### config.mk
export PLATFORM = sky130hd
export DESIGN_NAME = risc_16_bit
export DESIGN_NICKNAME = d
export VERILOG_FILES = /design/src/rtl/risc_16_bit.sv
export SDC_FILE = /design/constraint.sdc
export NUM_CORES = 1
export LEC_CHECK = 0
export ABC_AREA = 1
export CAP_MARGIN = 20
export CORE_AREA = 2 2 227 229
export DETAILED_ROUTE_END_ITERATION = 8
export DIE_AREA = 0 0 229 231
export GPL_ROUTABILITY_DRIVEN = 0
export PLACE_DENSITY = 0.7
export SLEW_MARGIN = 25
export SYNTH_ARGS = -nofsm -noshare
export SYNTH_HDL_FRONTEND = slang
export SYNTH_SLANG_ARGS = --single-unit
### constraint.sdc
create_clock -name clk -period 10.1 [get_ports clk]
set_clock_uncertainty 0.05 [all_clocks]
set_input_delay 2.02 -clock clk [delete_from_list [all_inputs] [get_ports clk]]
set_output_delay 2.02 -clock clk [all_outputs]
set_load 0.03 [all_outputs]
### src/rtl/risc_16_bit.sv
// risc_16_bit: single-cycle 16-bit RISC core with an internal instruction ROM,
// an 8x16 register file and an 8x16 data memory. Every datapath and control
// signal is brought out as a debug tap so the core can be observed cycle by cycle.
module risc_16_bit (
    input  logic         clk,
    input  logic         rst,
    output logic [15:0]  pc_current,
    output logic [15:0]  pc_next,
    output logic [15:0]  pc2,
    output logic [15:0]  PC_j,
    output logic [15:0]  PC_beq,
    output logic [15:0]  PC_2beq,
    output logic [15:0]  PC_bne,
    output logic [15:0]  PC_2bne,
    output logic [15:0]  instr,
    output logic [3:0]   opcode,
    output logic [12:0]  jump_shift,
    output logic [1:0]   reg_dst,
    output logic [1:0]   mem_to_reg,
    output logic [1:0]   alu_op,
    output logic         jump,
    output logic         beq,
    output logic         bne,
    output logic         mem_read,
    output logic         mem_write,
    output logic         alu_src,
    output logic         reg_write,
    output logic         beq_control,
    output logic         bne_control,
    output logic         zero_flag,
    output logic [2:0]   reg_read_addr_1,
    output logic [2:0]   reg_read_addr_2,
    output logic [2:0]   reg_write_dest,
    output logic [15:0]  reg_read_data_1,
    output logic [15:0]  reg_read_data_2,
    output logic [15:0]  reg_write_data,
    output logic [15:0]  alu_in1,
    output logic [15:0]  alu_in2,
    output logic [15:0]  ALU_out,
    output logic [2:0]   ALU_Control,
    output logic [15:0]  mem_access_addr,
    output logic [15:0]  mem_write_data,
    output logic [15:0]  mem_read_data,
    output logic [127:0] reg_array,
    output logic [127:0] memory
);

    typedef enum logic [3:0] {
        OP_LD  = 4'h0,
        OP_ST  = 4'h1,
        OP_ADD = 4'h2,
        OP_SUB = 4'h3,
        OP_INV = 4'h4,
        OP_LSL = 4'h5,
        OP_LSR = 4'h6,
        OP_AND = 4'h7,
        OP_OR  = 4'h8,
        OP_SLT = 4'h9,
        OP_BEQ = 4'hB,
        OP_BNE = 4'hC,
        OP_JMP = 4'hD
    } opcode_e;

    logic [15:0] regs [8];
    logic [15:0] dmem [8];
    logic [15:0] imm;

    // Instruction ROM: fixed program, one halfword per even PC value.
    always_comb begin
        case (pc_current[4:1])
            4'd0:    instr = 16'h0400;
            4'd1:    instr = 16'h0441;
            4'd2:    instr = 16'h2050;
            4'd3:    instr = 16'h1280;
            4'd4:    instr = 16'h3050;
            4'd5:    instr = 16'h4050;
            4'd6:    instr = 16'h5050;
            4'd7:    instr = 16'h6050;
            4'd8:    instr = 16'h7050;
            4'd9:    instr = 16'h8050;
            4'd10:   instr = 16'h9050;
            4'd11:   instr = 16'h2000;
            4'd12:   instr = 16'hB041;
            4'd13:   instr = 16'hC040;
            4'd14:   instr = 16'hD000;
            default: instr = 16'h0000;
        endcase
    end

    assign opcode          = instr[15:12];
    assign jump_shift      = {instr[11:0], 1'b0};
    assign reg_read_addr_1 = instr[11:9];
    assign reg_read_addr_2 = instr[8:6];
    assign imm             = {{10{instr[5]}}, instr[5:0]};

    // Main decoder: every control tap starts at zero so unlisted opcodes act as NOPs.
    // NOTE: assigning a default to every output before the case keeps always_comb free of latches.
    always_comb begin
        reg_dst    = 2'b00;
        mem_to_reg = 2'b00;
        alu_op     = 2'b00;
        jump       = 1'b0;
        beq        = 1'b0;
        bne        = 1'b0;
        mem_read   = 1'b0;
        mem_write  = 1'b0;
        alu_src    = 1'b0;
        reg_write  = 1'b0;
        case (opcode)
            OP_LD: begin
                alu_op     = 2'b10;
                mem_to_reg = 2'b01;
                mem_read   = 1'b1;
                alu_src    = 1'b1;
                reg_write  = 1'b1;
            end
            OP_ST: begin
                alu_op    = 2'b10;
                alu_src   = 1'b1;
                mem_write = 1'b1;
            end
            OP_ADD, OP_SUB, OP_INV, OP_LSL, OP_LSR, OP_AND, OP_OR, OP_SLT: begin
                reg_dst   = 2'b01;
                reg_write = 1'b1;
            end
            OP_BEQ: begin
                alu_op = 2'b01;
                beq    = 1'b1;
            end
            OP_BNE: begin
                alu_op = 2'b01;
                bne    = 1'b1;
            end
            OP_JMP: jump = 1'b1;
            default: ;
        endcase
    end

    // ALU function select; R-type opcodes 2..9 map directly onto codes 0..7.
    always_comb begin
        case (alu_op)
            2'b10:   ALU_Control = 3'b000;
            2'b01:   ALU_Control = 3'b001;
            default: ALU_Control = opcode[2:0] - 3'd2;
        endcase
    end

    assign reg_read_data_1 = regs[reg_read_addr_1];
    assign reg_read_data_2 = regs[reg_read_addr_2];
    assign alu_in1         = reg_read_data_1;
    assign alu_in2         = alu_src ? imm : reg_read_data_2;

    // ALU datapath; shifts use the full 16-bit amount, so 16 or more yields zero.
    always_comb begin
        case (ALU_Control)
            3'b000:  ALU_out = alu_in1 + alu_in2;
            3'b001:  ALU_out = alu_in1 - alu_in2;
            3'b010:  ALU_out = ~alu_in1;
            3'b011:  ALU_out = alu_in1 << alu_in2;
            3'b100:  ALU_out = alu_in1 >> alu_in2;
            3'b101:  ALU_out = alu_in1 & alu_in2;
            3'b110:  ALU_out = alu_in1 | alu_in2;
            default: ALU_out = (alu_in1 < alu_in2) ? 16'd1 : 16'd0;
        endcase
    end

    assign zero_flag       = (ALU_out == 16'd0);
    assign mem_access_addr = ALU_out;
    assign mem_write_data  = reg_read_data_2;
    assign mem_read_data   = mem_read ? dmem[ALU_out[2:0]] : 16'd0;
    assign reg_write_dest  = reg_dst[0] ? instr[5:3] : reg_read_addr_2;
    assign reg_write_data  = mem_to_reg[0] ? mem_read_data : ALU_out;

    assign pc2         = pc_current + 16'd2;
    assign PC_beq      = pc2 + (imm << 1);
    assign PC_bne      = PC_beq;
    assign beq_control = beq & zero_flag;
    assign bne_control = bne & ~zero_flag;
    assign PC_2beq     = beq_control ? PC_beq : pc2;
    assign PC_2bne     = bne_control ? PC_bne : PC_2beq;
    assign PC_j        = {pc2[15:13], jump_shift};
    assign pc_next     = jump ? PC_j : PC_2bne;

    // Program counter advances to the selected next PC every cycle.
    // NOTE: sequential state is updated with non-blocking assignments so all flops sample pre-edge values.
    always_ff @(posedge clk) begin
        if (rst) pc_current <= 16'd0;
        else     pc_current <= pc_next;
    end

    // Register file write port; reads above see the pre-edge contents.
    // NOTE: this array is cleared on reset because software relies on all registers starting at zero.
    always_ff @(posedge clk) begin
        if (rst) begin
            for (int i = 0; i < 8; i++) regs[i] <= 16'd0;
        end else if (reg_write) begin
            regs[reg_write_dest] <= reg_write_data;
        end
    end

    // Data memory write port; reset loads the two seed operands into words 0 and 1.
    always_ff @(posedge clk) begin
        if (rst) begin
            for (int i = 2; i < 8; i++) dmem[i] <= 16'd0;
            dmem[0] <= 16'h0001;
            dmem[1] <= 16'h0002;
        end else if (mem_write) begin
            dmem[ALU_out[2:0]] <= mem_write_data;
        end
    end

    // Flatten register file and data memory for the packed debug taps.
    always_comb begin
        reg_array = '0;
        memory    = '0;
        for (int i = 0; i < 8; i++) begin
            reg_array[i*16 +: 16] = regs[i];
            memory[i*16 +: 16]    = dmem[i];
        end
    end

endmodule

==> metrics.txt <==
count leader, synth=nand2_1; Worst Path Required=8.03 ns; Final Hold Vio Count=0; Async SR Flop Fraction=0; worst slew pin tran=1.03 ns; Fillers=5105; Crit Path Max Fanout=49; Util after Layout=0.427; Mean Syn Cell Area=7.49 um2; pin count of the biggest net entering global routing=67; Setup Buffers After CTS=0; R2R setup slack=2.85 ns; initial core utilization=0.325; Peak Freq=102 MHz; synth cell count leaders=nand2_1, nor2_1, inv_1; Final Setup Violations=0; routed len/inst=~23 um; Core ar.=50700 um2; Final ANT Viol Nets=0; total die area=52900 um2; GRT Overall Usage=0.265; CP Data Arrival Time=7.73 ns; Synth Warn #=0; Clock Path Buffers=3; max-cap violation count=0; Clk pwr share=0.157; # nets final=2617; status=finished, final reports clean; dpl cells=3206; Remaining Overflow, GRT=0; Diodes inserted=0; endpoint class of the critical path=output port; Critical Path Max Stage Delay=0.79 ns; minimum clock period=9.80 ns; Worst-Skew Late Latency=roughly 0.54 ns; DR pass1 iterations=6; Synth area leaders=edfxtp_1, nand2_1, buf_4; #FFs+latches synth=217; # H-tree levels=1; I/O Buffers=501; Hold/Removal Path Class=reg -> reg; vias in the first global route=15.7k; Period Utilization, post-route=0.970; pins over their slew limit=0; Cell Pwr Density=257 nW/um2; vias per cell=5.28; Max VDD drop=0.252 mV; Yosys top cell area share=0.350; Hold Path Stages=2; initial antenna violation count=2; sum of negative setup slack=0 ns; Root Buffer=clkbuf_16; Rows=83; Logic pwr share=0.639; Critical Path Source Type=register; total number of vias=17.1k; post_cts resized=0; area leader, netlist=edfxtp_1; Netlist Area Pre-Place=16500 um2; Post-synth EDFFs=192; post-synthesis sequential area ratio=0.381; Ports=591; cts bufs inserted=22; Layout area overhead=31.7%; Net Sw Power=2.95 mW; Seq pwr share=0.204; Gate Count Post-Synth=2197; Die Ht=around 230 um; Sink Count=217; first-pass GRT wire length=roughly 110000 um; final wirelength=74400 um; Pleak=9.35 nW; worst hold path startpoint=pc_current[0]; DRC=0; Final HPWL DP=58500 um; internal power=2.62 mW; placed cell areas=20900 um2; Net Sw Frac=0.530; Crit Reg-Reg Endpoint=instr[6]; TritonCTS clock tree=built; hold path endpoint=pc_current[0]; worst reg2reg path depth=29; Post-Layout Inst Area=between 20000 and 25000 um2; worst rel slew slack=0.310; library cells used by synthesis=58; Top FF cell, synth=edfxtp_1; RSZ-0062 raised after global routing=no; reg-to-reg startpoint=instr[9]; cell family with most CP delay=compound AO/OA/AOI/OAI gates; Die X=approximately 230 um; layout cells sized above 1=0.0542; Critical-path top delay cell=a2111oi_0; number of hold buffers added after CTS=0; Layout Cells excl Fill=3244; Detailed Route Iter0 Violations=2146; clock-pin slew on the worst setup and hold paths=around 0.07 ns; worst path bufs/invs=4; Setup Crit Path Kind=reg -> out
==> per-layer routing <==
| metal | GRT usage | vias to the layer above | routed length (um) |
|---|---|---|---|
| met4 | 0.107 | 4 | 3180 |
| met1 | 0.351 | 8119 | 29300 |
| met5 | 0 | - | 27 |
| met3 | 0.0461 | 176 | 7420 |
| met2 | 0.430 | 1159 | 34400 |
| li1 | - | 7655 | - |
==> state kept, by name, summed over array words and instances (netlist names) <==
name	flops
instr	9
regs	64
pc_current	16
dmem	128
==> worst reg2reg max path: cells and delay by family, from the launching register on <==
kind	cells	cell delay (ns)
AO/OA/AOI/OAI	6	2.01
XOR/XNOR	1	0.18
adder cells (fa/ha/maj)	3	1.16
buffers and inverters	2	0.91
flip-flops	1	0.33
AND/OR/NAND/NOR	17	2.44
==> per-stage QoR <==
| stage | hold WS [ns] | worst slack [ns] | power, mW |
|---|---|---|---|
| after global routing | 0.589 | 0.0588 | 5.81 |
| final | 0.544 | 0.298 | 5.58 |
| after global placement | 0.522 | 1.43 | 4.64 |
| after detailed placement | 0.536 | 1.23 | 4.66 |
| after floorplan | 0.593 | 1.47 | 3.38 |
| after CTS | 0.549 | 0.601 | 5.55 |
==> area by class of cell <==
type / count / area [um2] / share of cell area
Clock buffer: 24 / 558 / 0.0258
Clock inverter: 14 / 189 / 0.00872
Inverter: 234 / 883 / 0.0408
Multi-Input combinational cell: 1562 / 7810 / 0.360
Sequential cell: 217 / 6270 / 0.289
Tap cell: 680 / 851 / 0.0393
Timing Repair Buffer: 513 / 5100 / 0.236
==> cell families (layout without fill, tap and decap cells) <==
| kind of cell | Yosys count | in the layout | synth area share |
|---|---|---|---|
| buffers and inverters | 506 | 785 | 0.165 |
| flip-flops | 217 | 217 | 0.381 |
| AND/OR/NAND/NOR | 1084 | 1084 | 0.282 |
| XOR/XNOR | 26 | 26 | 0.0138 |
| adder cells (fa/ha/maj) | 65 | 65 | 0.0504 |
| other | 1 | 89 | 0.000228 |
| AO/OA/AOI/OAI | 298 | 298 | 0.108 |
==> power groups by stage <==
stage	logic, mW	clock network (mW)	registers [mW]
after CTS	3.53	0.882	1.14
after detailed placement	3.51	0	1.15
final	3.56	0.876	1.14
after global placement	3.49	0	1.15
after floorplan	2.10	0	1.28
after global routing	3.75	0.916	1.14
==> cells in the final DEF (no fill, tap or decap), drive strengths merged, types with 10 or more instances in the layout <==
cell / instances
clkdlybuf4s50: 501
nand2: 471
nor2: 363
inv: 235
edfxtp: 192
nand3: 188
o21ai: 134
conb: 89
a21oi: 73
ha: 63
o22ai: 29
nand4: 26
xor2: 25
dfxtp: 25
clkbuf: 24
o211ai: 21
nor3: 17
o32ai: 16
buf: 12
or2: 10
==> worst max path at each step <==
| stage | from | to | slack, ns | cells after the start |
|---|---|---|---|---|
| after floorplan | instr[13] | pc_next[12] | 1.47 | 23 |
| after CTS | instr[9] | pc_next[6] | 0.60 | 26 |
| after global routing | instr[9] | pc_next[6] | 0.06 | 30 |
| final | instr[9] | pc_next[6] | 0.30 | 26 |
| after global placement | instr[9] | pc_next[6] | 1.43 | 30 |
| after detailed placement | instr[9] | pc_next[6] | 1.23 | 26 |
No activity file was read; power rests on OpenSTA's default activity.
